===== src/rtl/fifo_sync_param_pkg.sv =====
// Shared types and helpers for the parametrised synchronous FIFO.
// Optional error flags are enabled by defining FIFO_SYNC_ERR_FLAGS_EN.
package fifo_pkg;

  // Occupancy condition; 2'b01 is never produced.
  typedef enum logic [1:0] {
    COND_EMPTY   = 2'b00,
    COND_PARTIAL = 2'b10,
    COND_FULL    = 2'b11
  } cond_t;

  // Pointer width for a given depth; at least one bit.
  function automatic int ptr_width(input int depth);
    return (depth > 1) ? $clog2(depth) : 1;
  endfunction

endpackage


===== src/rtl/fifo_sync_param_if.sv =====
// Bus bundle between the FIFO and its producer/consumer.
// Handshake: a write is taken on a rising edge when write=1 and the FIFO is not
// full (or is full and a read is taken in the same cycle); a read is taken when
// read=1 and the FIFO is not empty. A taken read returns its word one cycle
// later with read_stb=1; dout holds its value whenever read_stb=0.
// FIFO_SYNC_ERR_FLAGS_EN adds err_clr, overflow and underflow.
interface fifo_sync_param_if #(
  parameter int WIDTH = 8,
  parameter int DEPTH = 16
);
  localparam int LW = $clog2(DEPTH) + 1;

  logic [WIDTH-1:0] din;
  logic             write;
  logic             read;
  logic [WIDTH-1:0] dout;
  logic             read_stb;
  logic [1:0]       condition;
  logic [LW-1:0]    level;
  logic             almost_full;
  logic             almost_empty;
`ifdef FIFO_SYNC_ERR_FLAGS_EN
  logic             err_clr;
  logic             overflow;
  logic             underflow;

  modport master (
    output din, write, read, err_clr,
    input  dout, read_stb, condition, level, almost_full, almost_empty,
           overflow, underflow
  );
  modport slave (
    input  din, write, read, err_clr,
    output dout, read_stb, condition, level, almost_full, almost_empty,
           overflow, underflow
  );
`else
  modport master (
    output din, write, read,
    input  dout, read_stb, condition, level, almost_full, almost_empty
  );
  modport slave (
    input  din, write, read,
    output dout, read_stb, condition, level, almost_full, almost_empty
  );
`endif
endinterface


===== src/rtl/fifo_sync_param_ram.sv =====
// Simple dual-port storage array with a registered read port.
// The array itself is never reset; only the read data register clears.
module fifo_ram
  import fifo_pkg::*;
#(
  parameter int WIDTH = 8,
  parameter int DEPTH = 16,
  parameter int AW    = ptr_width(DEPTH)
) (
  input  logic             clk,
  input  logic             rst,
  input  logic             we_i,
  input  logic [AW-1:0]    waddr_i,
  input  logic [WIDTH-1:0] wdata_i,
  input  logic             re_i,
  input  logic [AW-1:0]    raddr_i,
  output logic [WIDTH-1:0] rdata_o
);
  logic [WIDTH-1:0] mem_q [DEPTH];
  logic [WIDTH-1:0] rdata_q;

  // Write port: store incoming word at the write address.
  always_ff @(posedge clk) begin
    if (we_i) mem_q[waddr_i] <= wdata_i;
  end

  // Read port: capture the addressed word (old value on a same-address write).
  always_ff @(posedge clk) begin
    if (rst)       rdata_q <= '0;
    else if (re_i) rdata_q <= mem_q[raddr_i];
  end

  assign rdata_o = rdata_q;
endmodule


===== src/rtl/fifo_sync_param.sv =====
// Parametrised single-clock FIFO: pointers, level, flags and read strobe.
// Optional sticky error flags are enabled by defining FIFO_SYNC_ERR_FLAGS_EN.
module fifo_sync_param
  import fifo_pkg::*;
#(
  parameter int WIDTH    = 8,
  parameter int DEPTH    = 16,
  parameter int AF_LEVEL = DEPTH - 2,
  parameter int AE_LEVEL = 1
) (
  input  logic clk,
  input  logic rst,
  fifo_sync_param_if.slave bus
);
  localparam int AW = ptr_width(DEPTH);
  localparam int LW = $clog2(DEPTH) + 1;

  if ((DEPTH < 2) || ((DEPTH & (DEPTH - 1)) != 0)) begin : g_bad_depth
    $error("fifo_sync_param: DEPTH must be a power of two >= 2");
  end
  if (AF_LEVEL > DEPTH) begin : g_bad_af
    $error("fifo_sync_param: AF_LEVEL must not exceed DEPTH");
  end
  if (AE_LEVEL >= DEPTH) begin : g_bad_ae
    $error("fifo_sync_param: AE_LEVEL must be below DEPTH");
  end

  logic [AW-1:0] head_q, head_d;
  logic [AW-1:0] tail_q, tail_d;
  logic [LW-1:0] level_q, level_d;
  logic          stb_q, stb_d;
  logic          rd_acc, wr_acc;
  cond_t         cond;

  // A full FIFO still takes a write when a read frees a slot in the same cycle.
  assign rd_acc = bus.read & (level_q != '0);
  assign wr_acc = bus.write & ((level_q != LW'(DEPTH)) | rd_acc);

  // Next-state for pointers, level and strobe.
  always_comb begin
    head_d  = head_q;
    tail_d  = tail_q;
    level_d = level_q;
    stb_d   = rd_acc;
    if (wr_acc) head_d = head_q + AW'(1);
    if (rd_acc) tail_d = tail_q + AW'(1);
    case ({wr_acc, rd_acc})
      2'b10:   level_d = level_q + LW'(1);
      2'b01:   level_d = level_q - LW'(1);
      default: level_d = level_q;
    endcase
  end

  // State registers; reset overrides any same-cycle request.
  always_ff @(posedge clk) begin
    if (rst) begin
      head_q  <= '0;
      tail_q  <= '0;
      level_q <= '0;
      stb_q   <= 1'b0;
    end else begin
      head_q  <= head_d;
      tail_q  <= tail_d;
      level_q <= level_d;
      stb_q   <= stb_d;
    end
  end

  fifo_ram #(.WIDTH(WIDTH), .DEPTH(DEPTH), .AW(AW)) u_ram (
    .clk     (clk),
    .rst     (rst),
    .we_i    (wr_acc),
    .waddr_i (head_q),
    .wdata_i (bus.din),
    .re_i    (rd_acc & ~rst),
    .raddr_i (tail_q),
    .rdata_o (bus.dout)
  );

  // Flag decode from the registered level only.
  always_comb begin
    cond = COND_PARTIAL;
    if (level_q == '0)               cond = COND_EMPTY;
    else if (level_q == LW'(DEPTH))  cond = COND_FULL;
  end

  assign bus.condition    = cond;
  assign bus.level        = level_q;
  assign bus.read_stb     = stb_q;
  assign bus.almost_full  = (level_q >= LW'(AF_LEVEL));
  assign bus.almost_empty = (level_q <= LW'(AE_LEVEL));

`ifdef FIFO_SYNC_ERR_FLAGS_EN
  logic ovf_q, ovf_d;
  logic unf_q, unf_d;

  // Sticky error flags; clear wins over a same-cycle set.
  always_comb begin
    ovf_d = ovf_q | (bus.write & ~wr_acc);
    unf_d = unf_q | (bus.read & ~rd_acc);
    if (bus.err_clr) begin
      ovf_d = 1'b0;
      unf_d = 1'b0;
    end
  end

  // Error flag registers.
  always_ff @(posedge clk) begin
    if (rst) begin
      ovf_q <= 1'b0;
      unf_q <= 1'b0;
    end else begin
      ovf_q <= ovf_d;
      unf_q <= unf_d;
    end
  end

  assign bus.overflow  = ovf_q;
  assign bus.underflow = unf_q;
`endif
endmodule


===== src/flat_wrapper.sv =====
// flat-port wrapper written by rule: the top's interface ports become plain ports
module fifo_sync_param_flat import fifo_pkg::*;
#(
  parameter int WIDTH    = 8,
  parameter int DEPTH    = 16,
  parameter int AF_LEVEL = DEPTH - 2,
  parameter int AE_LEVEL = 1
)
  (clk, rst, bus_din, bus_write, bus_read, bus_dout, bus_read_stb, bus_condition, bus_level, bus_almost_full, bus_almost_empty);
  fifo_sync_param_if #(.WIDTH(WIDTH), .DEPTH(DEPTH)) bus_i ();
  input  logic clk;
  input  logic rst;
  input wire logic [$bits(bus_i.din)-1:0] bus_din;
  input wire logic [$bits(bus_i.write)-1:0] bus_write;
  input wire logic [$bits(bus_i.read)-1:0] bus_read;
  output wire logic [$bits(bus_i.dout)-1:0] bus_dout;
  output wire logic [$bits(bus_i.read_stb)-1:0] bus_read_stb;
  output wire logic [$bits(bus_i.condition)-1:0] bus_condition;
  output wire logic [$bits(bus_i.level)-1:0] bus_level;
  output wire logic [$bits(bus_i.almost_full)-1:0] bus_almost_full;
  output wire logic [$bits(bus_i.almost_empty)-1:0] bus_almost_empty;
  assign bus_i.din = bus_din;
  assign bus_i.write = bus_write;
  assign bus_i.read = bus_read;
  assign bus_dout = bus_i.dout;
  assign bus_read_stb = bus_i.read_stb;
  assign bus_condition = bus_i.condition;
  assign bus_level = bus_i.level;
  assign bus_almost_full = bus_i.almost_full;
  assign bus_almost_empty = bus_i.almost_empty;
  fifo_sync_param #(.WIDTH(WIDTH), .DEPTH(DEPTH), .AF_LEVEL(AF_LEVEL), .AE_LEVEL(AE_LEVEL)) u_core (.clk(clk), .rst(rst), .bus(bus_i));
endmodule

===== config.mk =====
export PLATFORM = sky130hd
export DESIGN_NAME = fifo_sync_param_flat
export DESIGN_NICKNAME = d
export VERILOG_FILES = /design/src/rtl/fifo_sync_param_pkg.sv /design/src/rtl/fifo_sync_param_if.sv /design/src/rtl/fifo_sync_param_ram.sv /design/src/rtl/fifo_sync_param.sv /design/src/flat_wrapper.sv
export SDC_FILE = /design/constraint.sdc
export NUM_CORES = 1
export LEC_CHECK = 0
export BUFFER_PORTS_ARGS = -buffer_cell sky130_fd_sc_hd__buf_2
export CORE_MARGIN = 2
export CORE_UTILIZATION = 47
export DETAILED_ROUTE_END_ITERATION = 16
export PLACE_DENSITY = 0.6
export SLEW_MARGIN = 20
export SYNTH_ARGS = -nofsm -noshare
export SYNTH_HDL_FRONTEND = slang
export SYNTH_SLANG_ARGS = --single-unit

===== constraint.sdc =====
create_clock -name clk -period 3.1 [get_ports clk]
set_input_delay 0.155 -clock clk [delete_from_list [all_inputs] [get_ports clk]]
set_output_delay 0.155 -clock clk [all_outputs]
set_load 0.05 [all_outputs]

-- Word level (Yosys, flattened, before mapping)
Memory sizes are Yosys's and may differ from the RTL's. A register that Yosys moved wholly into a read port is not among the register bits.
Cells that the tools add are included.
- $add $sub $neg: 4
- multipliers: 0
- divide/modulo/power cells: 0
- order comparisons: 2
- equal/unequal tests: 4
- shift operators: 0
- multiplexer cells: 5
- bitwise gates (word level): 5
- reductions and logical operators: 3
- operator list (kind ; number):
    $pmux W5 S2 ; 1
    $add A4 B1 Y4 const B ; 2
    $add A5 B1 Y5 const B ; 1
    $eq A5 B5 Y1 const B ; 1
    $ge A5 B4 Y1 const B ; 1
    $le A5 B1 Y1 const B ; 1
    $logic_not A5 Y1 ; 1
    $ne A5 B5 Y1 const B ; 1
    $reduce_bool A5 Y1 ; 1
    $sub A5 B1 Y5 const B ; 1
    $and A1 B1 Y1 ; 3
    $mux W1 ; 3
    $eq A2 B1 Y1 const B ; 1
    $eq A2 B2 Y1 const B ; 1
    $mux W2 ; 1
    $reduce_bool A2 Y1 ; 1
    $not A1 Y1 ; 1
    $or A1 B1 Y1 ; 1
- bits in registers: 14
- latch bits: 0
- RAM bits: 128
- memory bits (read-only): 0
- output and inout bits: 18
- logic and storage cells: 28
- memories: 1
- memories (memory ; depth ; bits a word ; read ports ; clocked after memory_dff ; wr ports ; line ; source):
    u_core.u_ram.mem_q ; 16 ; 8 ; 1 ; 1 ; 1 ; fifo_sync_param_ram.sv:19 ; logic [WIDTH-1:0] mem_q [DEPTH];

-- Longest topological paths before layout
Gate-level depths: netlist of the first run.
- depth in word-level cells: 6
- mapped depth: 10
- gate-level depth less buffers: 10

-- Modules after synthesis
From an unflattened synthesis of the first run, not the netlist that was laid out.
- cell total of the unflattened synthesis: 410
- area total of the unflattened synthesis: 6222.2 sq um
- modules (own cells, without submodules) (module ; instances ; cells each ; area each (sq um) ; sequential area each (sq um)):
    fifo_ram ; 1 ; 316 ; 5343.9 ; 4003.8
    fifo_sync_param ; 1 ; 94 ; 878.3 ; 280.3

-- Worst setup path before layout of the first run
No wires, ideal clock.
- path type: reg2reg
- from: register u_core.level_q[0] (netlist: u_core.bus.level[0])
- to: register u_core.level_q[3] (netlist: u_core.bus.level[3])
- setup time: 0.128 ns
- arrival time: 2.634 ns
- setup slack: 0.339 ns
- cell stages (with the launch flop): 11
- cells stage by stage: dfxtp_1 inv_1 ha_1 or4b_4 nand2_4 inv_2 ha_1 or4b_1 a21oi_1 xnor2_1 nor2_1
- longest elaborated chain between the ends: 6
- RTL lines (what ; line ; source):
    from (decl) ; fifo_sync_param.sv:30 ; logic [LW-1:0] level_q, level_d;
    from (signal assigned) ; fifo_sync_param.sv:64 ; level_q <= level_d;
    $reduce_bool A5 Y1 * ; fifo_sync_param.sv:36 ; assign rd_acc = bus.read & (level_q != '0);
    $and A1 B1 Y1 * ; fifo_sync_param.sv:36 ;
    net u_core.rd_acc ; fifo_sync_param.sv:32 ; logic rd_acc, wr_acc;
    $or A1 B1 Y1 ; fifo_sync_param.sv:37 ; assign wr_acc = bus.write & ((level_q != LW'(DEPTH)) | rd_acc);
    $and A1 B1 Y1 ; fifo_sync_param.sv:37 ;
    $eq A2 B1 Y1 or $eq A2 B2 Y1 (tied branches) ; fifo_sync_param.sv:47 ; case ({wr_acc, rd_acc})
    $pmux W5 S2 or $reduce_bool A2 Y1 (tied branches) ; -- ;
The timed path passes the listed nets; every way through them passes the cells marked *.
A chain may end at the register's enable or synchronous reset.

-- Final worst setup path of the first run
Ends and elaborated chain as after synthesis.

==> results of run 1 <==
-- report_power, final --
| part | switching (W) | internal [W] | leakage, nW |
|---|---|---|---|
| combinational | 0.000787 | 0.000421 | 0.767 |
| clock | 0.000752 | 0.00126 | 0.299 |
| sequential | 0.0000740 | 0.00229 | 1.34 |
-- path summary, 6_finish.rpt --
| path | start | to | slack (ps) |
|---|---|---|---|
| worst max-delay path | u_core.bus.level[0] | u_core.bus.level[3] | 550 |
| worst min-delay path | bus_din[6] | u_core.u_ram.mem_q[6][6] | 130 |
| worst max register to register | u_core.bus.level[0] | u_core.bus.level[3] | 550 |
| worst min register to register | u_core.u_ram.rdata_o[4] | u_core.u_ram.rdata_o[4] | 510 |
-- cell usage after synthesis (2+ instances only) --
| cell | instances |
|---|---|
| or3_1 | 2 |
| dfxtp_1 | 22 |
| o21ai_0 | 2 |
| o211ai_1 | 3 |
| nor2_1 | 22 |
| xor2_1 | 5 |
| mux4_2 | 32 |
| buf_4 | 2 |
| nand2b_1 | 3 |
| inv_1 | 6 |
| nand3_1 | 2 |
| xnor2_1 | 4 |
| buf_2 | 6 |
| edfxtp_1 | 128 |
| a21oi_1 | 6 |
| nand4bb_1 | 2 |
| mux2i_1 | 17 |
| nand2_1 | 8 |
| nand3b_1 | 8 |
| nand4b_1 | 2 |
| buf_6 | 4 |
| o221ai_2 | 8 |
| ha_1 | 11 |
| clkbuf_1 | 3 |
| nor3_1 | 4 |
-- metrics by stage --
step | hold slack (ps) | power, W | util (%) | instance area, um2 | cells
after global routing | 120 | 0.00580 | 56.1 | 7080 | 561
after detailed placement | 489 | 0.00363 | 51.4 | 6490 | 529
after floorplan | 254 | 0.00336 | - | 6100 | 325
final | 126 | 0.00557 | 56.1 | 7080 | 561
after CTS | 106 | 0.00564 | 56.1 | 7080 | 561
after global placement | 499 | 0.00360 | 51.4 | 6490 | 529
-- sequential cells by signal (all words and copies together) (netlist names) --
register / flops
u_core.u_ram.rdata_o: 8
u_core.u_ram.mem_q: 128
u_core.bus.level: 5
u_core.bus.read_stb: 1
u_core.tail_q: 4
u_core.head_q: 4
-- cell families (layout without fill, tap and decap cells) --
kind of cell	after synthesis	in the layout
xor+xnor	9	9
buf+inv	24	88
fa+ha+maj	11	11
simple gates	60	60
mux	49	49
compound gates	22	22
flops	150	150
-- final cells by class --
class	instances	area, um2
Clock inverter	5	27.5
Tap cell	172	215
Timing Repair Buffer	49	295
Sequential cell	150	4290
Fill cell	1006	5540
Clock buffer	27	568
Multi-Input combinational cell	151	1670
Inverter	7	26.3
-- worst max-delay path: cells and delay by family (launching register included) --
family                     cells  cell delay (ps)
adders and majority gates      2              520
DFF                            1              460
buffers and inverters          2              280
xor gates and xnor gates       1              130
AOI/OAI and AO/OA              1              170
and+or+nand+nor                4              860
-- routing by layer --
metal,track usage [%],vias up
li1,-,1399
met1,21.6,1522
met2,30.4,77
met3,5.91,19
met4,6.78,0
met5,0,-
==> reports/metrics.cfg, run 1 <==
[run_status]
status = finished, final reports clean

[layout]
drive_gt1_share_pct = 31.9
final_common_cell = edfxtp_1
syn_to_final_growth_pct = 16.2
diodes = 0
fin_nets = 399
final_cell_mix = edfxtp_1, mux4_2, buf_2, nor2_1

[detailed_routing]
routed.top_layer = met4
wire_per_inst_um = 20.5
drt.antenna.violating_nets = 0
drt-total-wl_mm = 11.5
dr_wl_met2_mm = 5.89
vias = 3017
met3RoutedLength_um = 721
wl_met1_mm = 4.68
via_per_inst = 5.38
dr.pass1.iters = 4
drt-initial-drc-count = 213
drc = 0

[yosys]
syn_area_mm2 = 0.00610
synth_cells = 325
ys_warn_count = 0
synth_edf_count = 128
synth_top_family_by_area = multiplexers
synth_compound_area_share_pct = 3.39
synth-xor-area-share_pct = 1.29
syn-num-nets = 348
synth-async-reset-ratio_pct = 0
synth.distinct_cells = 38
synth_fa_ha_area_share_pct = 2.26
synthFlopType = edfxtp_1
avgSynthCellArea_um2 = 18.8
synth_top_area_share_pct = 63.0
ys_seq_elements = 150
synth-simple-area-share_pct = 5.79
synth.area.top_cells = edfxtp_1, mux4_2, dfxtp_1
synth.largest_area_cell = edfxtp_1
synth_mux_area_share_pct = 14.6
seq_area_frac_synth_pct = 70.3

[place]
io_buffer_count = 29
dp_slack_ps = 551
dpl.hpwl_mm = 7.03
gp_congestion = 0.774

[die]
die_y_um = 118
core_mm2 = 0.0126
pin_count = 30
die_area_mm2 = 0.0139
num_rows = 41
initial_utilization_pct = 48.3
die_w_um = 118

[critical_path]
cpMostUsedCell = ha_1
crit_type = flop to flop
critPathRequiredTime_ps = 3400
path_cells = inv_1, ha_1, or4b_4, nand2_4, inv_2, ha_1, or4b_1, a21oi_1, xnor2_1, nor2_1
r2r_cells = 10
critPathCaptureType = flop
worstSetupStartpointType = flop
cp_slowest_cell = dfxtp_1
arrival_ps = 2850
crit_fanout = 14
slowest_delay_ps = 460

[sta]
drv_slew = 0
finalCritPeriodShare_pct = 82.3
relSlewSlack_pct = 64.3
setup_violations = 0
rsz0062_at_grt = no
tightest_slew_ps = 533
fmax_ghz = 0.392
setup_tns_ps = 0
hold_violations = 0
skew_ps = 9.86
setup_ws_ps = 548
min_period_ps = 2550

[global_routing]
grt_antenna_before_repair = 0
globalRouteTotalUtil_pct = 18.0
grt_max_degree = 35
grt_pass1_vias = 3136
grt_pass1_wl_mm = 18.0
grt_overflow = 0

[cts]
cts.sinks = 150
tritoncts = built
cts-hold-fix-buffers = 0
cts_buffers = 17
clkTransAtPathRegs_ps = 60
insertion_delay_ps = 420
cts_root_buf = clkbuf_16
clock_path_buffers = 2
htree_levels = 4
cts_resized = 0
postCtsSetupBuffers = 0

[flow_run]
drv_cap = 0

[worst_hold_path]
hold_depth = 1
hp-class = input pin to flop

[pwr]
peakVddDrop_mv = 0.401
leakage_nw = 2.40
power_density_mw_per_mm2 = 787

(Power assumes the default switching activity.)
==> inputs of run 2 (changes only) <==
==> constraint.sdc (replaced) <==
create_clock -name clk -period 2.5 [get_ports clk]
set_input_delay 0.125 -clock clk [delete_from_list [all_inputs] [get_ports clk]]
set_output_delay 0.125 -clock clk [all_outputs]
set_load 0.05 [all_outputs]
==> reports/metrics.cfg, run 2 (synthesized netlist as in run 1, its figures left out) <==
[place]
gp_congestion = 0.768  ; -0.85%
io_buffer_count = 29  ; unchanged
dpl.hpwl_mm = 7.35  ; +4.6%
place_inst = 530  ; +0.19%

[sta]
rsz0062_at_grt = no
fmax_ghz = 0.431  ; +10%
relSlewSlack_pct = 42.4  ; -22 points
setup_tns_ps = 0  ; unchanged
tightest_slew_ps = 860  ; +327 ps
skew_ps = 6.38  ; -3.48 ps
drv_slew = 0  ; unchanged
setup_violations = 0  ; unchanged
hold_violations = 0  ; unchanged
min_period_ps = 2320  ; -234 ps
finalCritPeriodShare_pct = 92.7  ; +10 points

[run_status]
status = finished, final reports clean

[cts]
cts_buffers = 17  ; unchanged
clkTransAtPathRegs_ps = 60  ; about the same
clock_path_buffers = 2  ; unchanged
cts.sinks = 150  ; unchanged
insertion_delay_ps = 410  ; about the same
cts_root_buf = clkbuf_16
tritoncts = built
htree_levels = 4  ; unchanged

[layout]
final_common_cell = edfxtp_1
fin_cells = 563  ; +0.36%
diodes = 0  ; unchanged
fill_cells = 976  ; -3.0%
syn_to_final_growth_pct = 17.0
fin_nets = 401  ; +0.50%
drive_gt1_share_pct = 32.7  ; +0.86 points
final_cell_mix = edfxtp_1, mux4_2, buf_2, nor2_1, buf_4
largest_reg_flops = 128  ; unchanged
largest-register = u_core.u_ram.mem_q

[die]
core_mm2 = 0.0126  ; unchanged
pin_count = 30  ; unchanged
die_area_mm2 = 0.0139  ; unchanged
initial_utilization_pct = 48.3  ; unchanged
die_y_um = 118  ; unchanged
die_w_um = 118  ; unchanged
num_rows = 41  ; unchanged

[critical_path]
worstSetupStartpointType = flop
critPathCaptureType = flop
critPathRequiredTime_ps = 2780  ; -620 ps
r2r_cells = 10  ; unchanged
crit_type = flop to flop
arrival_ps = 2600  ; -250 ps
crit_fanout = 7  ; -7

[global_routing]
grt_antenna_before_repair = 0  ; unchanged
grt_max_degree = 35  ; unchanged
globalRouteTotalUtil_pct = 18.5  ; +0.53 points
grt_overflow = 0  ; unchanged
grt_pass1_wl_mm = 18.6  ; +3.5%
grt_pass1_vias = 3194  ; +1.8%

[flow_run]
drv_cap = 0  ; unchanged

[detailed_routing]
drt-initial-drc-count = 168  ; -21%
dr.pass1.iters = 4  ; unchanged
drt.antenna.violating_nets = 0  ; unchanged
drt-total-wl_mm = 11.9  ; +3.6%
drc = 0  ; unchanged
wire_per_inst_um = 21.1  ; +3.2%
via_per_inst = 5.49  ; +2.0%
vias = 3089  ; +2.4%

[worst_hold_path]
hp-class = input pin to flop
hold_depth = 1  ; unchanged

[pwr]
leakage_nw = 2.39  ; -0.36%
power_density_mw_per_mm2 = 984  ; +25%
peakVddDrop_mv = 0.813  ; +100%

run 2: metal layers:
layer  wire [um]  GRT usage [%]  up-vias  share of wire, %
met2        5880           29.8       65                49
li1            -              -     1409                 -
met5           0              0        -                 0
met4         158           6.10        0               1.3
met1        5370           24.6     1600                45
met3         487           5.14       15               4.1
run 2: path summary, 6_finish.rpt:
kind / startpoint / to / slack [ps]
worst min register to register: u_core.u_ram.rdata_o[7] / u_core.u_ram.rdata_o[7] / 510
worst max-delay path: u_core.bus.level[1] / u_core.bus.level[3] / 180
worst min-delay path: bus_din[6] / u_core.u_ram.mem_q[0][6] / 90
worst max register to register: u_core.bus.level[1] / u_core.bus.level[3] / 180
run 2: report_power, final:
group	total, W	internal, W	switching [W]
combinational	0.00155	0.000572	0.000977
clock	0.00253	0.00156	0.000964
sequential	0.00295	0.00284	0.000109
total	0.00702	0.00497	0.00205
run 2: what timing repair did:
action                                  4_1_cts  5_1_grt
hold buffers                                  0        0
endpoints found under the setup margin        0        1
buffers inserted                              0        1
resized for setup                             0        2
hold endpoints to repair                      0        0
run 2: critical path, cell delays in order (launching register included):
cell and delay (ps):
dfxtp_2 350, inv_1 130, ha_1 190, nand4bb_1 190
o21a_1 240, inv_1 110, ha_4 180, or4b_1 430
a21oi_1 180, xnor2_1 140, nor2_1 50
run 2: stage by stage:
step	hold WS, ps	util (%)	worst slack (ps)	cell area (um2)	power [W]
2_1_floorplan	224	-	0.799	6100	0.00418
3_3_place_gp	504	51.7	195	6530	0.00453
3_5_place_dp	486	51.7	98.1	6530	0.00455
4_1_cts	81.9	56.4	76.6	7110	0.00708
5_1_grt	96.6	56.5	41.2	7130	0.00730
6_report	94.4	56.5	182	7130	0.00702
run 2: cell type report:
type | instances | area, um2 | area share (%)
inverters | 7 | 26.3 | 0.368
repair buffers | 51 | 335 | 4.70
clock buffers | 19 | 433 | 6.07
flip-flops and latches | 150 | 4290 | 60.1
clock inverters | 13 | 155 | 2.17
multi-input cells | 151 | 1680 | 23.5
well taps | 172 | 215 | 3.02
==> inputs of run 3 (changes only) <==
--- a/config.mk
+++ b/config.mk
@@ -7,10 +7,11 @@
 export LEC_CHECK = 0
 export BUFFER_PORTS_ARGS = -buffer_cell sky130_fd_sc_hd__buf_2
 export CORE_MARGIN = 2
-export CORE_UTILIZATION = 47
+export CORE_UTILIZATION = 50
 export DETAILED_ROUTE_END_ITERATION = 16
-export PLACE_DENSITY = 0.6
+export PLACE_DENSITY = 0.63
 export SLEW_MARGIN = 20
 export SYNTH_ARGS = -nofsm -noshare
 export SYNTH_HDL_FRONTEND = slang
 export SYNTH_SLANG_ARGS = --single-unit
+export TNS_END_PERCENT = 30
==> reports/metrics.cfg, run 3 (synthesized netlist as in run 1, its figures left out) <==
[global_routing]
grt_antenna_before_repair = 1  ; +1
globalRouteTotalUtil_pct = 19.0  ; +0.44 points
grt_max_degree = 36  ; +2.9%
grt_pass1_vias = 3097  ; -3.0%
grt_overflow = 0  ; unchanged
grt_pass1_wl_mm = 17.5  ; -5.8%

[run_status]
status = finished, final reports clean

[layout]
drive_gt1_share_pct = 33.0  ; +0.25 points
diodes = 0  ; unchanged
largest_reg_flops = 128  ; unchanged
final_common_cell = edfxtp_1
final_cell_mix = edfxtp_1, mux4_2, buf_2, nor2_1, dfxtp_1
fill_cells = 876  ; -10%
syn_to_final_growth_pct = 17.8
largest-register = u_core.u_ram.mem_q
fin_nets = 398  ; -0.75%

[critical_path]
crit_fanout = 7  ; unchanged
slowest_delay_ps = 450  ; +20 ps
cp_num_buf_inv = 2  ; unchanged
crit_family = simple AND/OR/NAND/NOR gates
worstSetupStartpointType = flop
arrival_ps = 2600  ; about the same
cp_slowest_cell = or4b_1
critPathRequiredTime_ps = 2790  ; about the same
path_cells = inv_1, ha_1, nand4bb_1, o21a_1, inv_1, ha_4, or4b_1, a21oi_2, xnor2_1, nor2_1
cpMostUsedCell = inv_1
critPathCaptureType = flop
crit_type = flop to flop

[cts]
cts.sinks = 150  ; unchanged
cts_root_buf = clkbuf_16
tritoncts = built
cts_buffers = 17  ; unchanged
htree_levels = 4  ; unchanged
insertion_delay_ps = 420  ; about the same
clkTransAtPathRegs_ps = 60  ; about the same
clock_path_buffers = 2  ; unchanged

[detailed_routing]
wire_per_inst_um = 21.0  ; -0.83%
vias = 3007  ; -2.7%
via_per_inst = 5.62  ; +2.4%
drt.antenna.violating_nets = 0  ; unchanged
dr.pass1.iters = 4  ; unchanged
drt-total-wl_mm = 11.2  ; -5.8%
drc = 0  ; unchanged
drt-initial-drc-count = 229  ; +36%

[flow_run]
drv_cap = 0  ; unchanged

[sta]
rsz0062_at_grt = no
finalCritPeriodShare_pct = 92.4  ; -0.35 points
relSlewSlack_pct = 39.2  ; -3.2 points
min_period_ps = 2310  ; -8.72 ps
tightest_slew_ps = 908  ; +48.0 ps
setup_tns_ps = 0  ; unchanged
hold_violations = 0  ; unchanged
hold_slack_ps = 97.0  ; +2.64 ps
setup_violations = 0  ; unchanged
fmax_ghz = 0.433  ; +0.38%
drv_slew = 0  ; unchanged
skew_ps = 6.82  ; +0.433 ps

[pwr]
power_density_mw_per_mm2 = 1030  ; +4.2%
leakage_nw = 2.43  ; +1.4%
peakVddDrop_mv = 0.722  ; -11%

[die]
die_w_um = 114  ; -2.9%
initial_utilization_pct = 51.0  ; +2.7 points
core_mm2 = 0.0120  ; -5.2%
pin_count = 30  ; unchanged
die_y_um = 114  ; -2.9%
num_rows = 40  ; -2.4%
die_area_mm2 = 0.0131  ; -5.8%

[place]
io_buffer_count = 29  ; unchanged
gp_congestion = 0.800  ; +4.1%
dpl.hpwl_mm = 6.94  ; -5.6%

[worst_hold_path]
hp-class = input pin to flop

[run 3: cell type report]
cell class | count | area [um2] | share of cell area (%)
inverters | 7 | 26.3 | 0.366
multi-input cells | 151 | 1680 | 23.4
clock inverters | 14 | 255 | 3.55
well taps | 147 | 184 | 2.56
repair buffers | 48 | 313 | 4.36
clock buffers | 18 | 429 | 5.98
flip-flops and latches | 150 | 4290 | 59.7
[run 3: repair_timing]
action                                  in CTS  in global routing
hold buffers                                 0                  0
endpoints found under the setup margin       0                  1
setup buffers                                0                  1
gates resized for setup                      0                  4
[run 3: final timing paths]
| path | startpoint | end | slack, ps | depth (start not counted) |
|---|---|---|---|---|
| worst max-delay path | u_core.bus.level[0] | u_core.bus.level[3] | 190 | 10 |
| worst min-delay path | bus_din[0] | u_core.u_ram.mem_q[4][0] | 100 | 1 |
| worst max register to register | u_core.bus.level[0] | u_core.bus.level[3] | 190 | 10 |
| worst min register to register | u_core.u_ram.rdata_o[7] | u_core.u_ram.rdata_o[7] | 530 | 2 |
[run 3: metrics by stage]
step	util (%)	total power, W	setup slack (ps)	instances	instance area (um2)
after floorplan	-	0.00418	0.799	325	6100
after global placement	54.1	0.00449	194	502	6470
after detailed placement	54.1	0.00451	99.8	502	6470
after CTS	59.8	0.00743	93.9	534	7160
after global routing	60.0	0.00766	29.1	535	7180
final	60.0	0.00737	190	535	7180
[run 3: where the power goes]
part / switching, W / total [W] / internal [W] / leakage, nW
sequential: 0.000111 / 0.00295 / 0.00284 / 1.34
combinational: 0.000956 / 0.00151 / 0.000558 / 0.763
clock: 0.000940 / 0.00290 / 0.00196 / 0.327
total: 0.00201 / 0.00737 / 0.00536 / 2.43
[run 3: worst register-to-register path: cells and delay by family, from the launching register on]
family | cells | cell delay [ps]
buffers and inverters | 2 | 250
xor gates and xnor gates | 1 | 130
and+or+nand+nor | 3 | 700
adders and majority gates | 2 | 370
DFF | 1 | 360
AOI/OAI and AO/OA | 2 | 390
[run 3: metal layers]
metal / share of wire, % / vias up / track usage [%]
li1: - / 1393 / -
met4: 1.7 / 0 / 7.80
met3: 5.6 / 17 / 5.24
met2: 50 / 77 / 30.6
met1: 43 / 1520 / 24.5
met5: 0 / - / 0
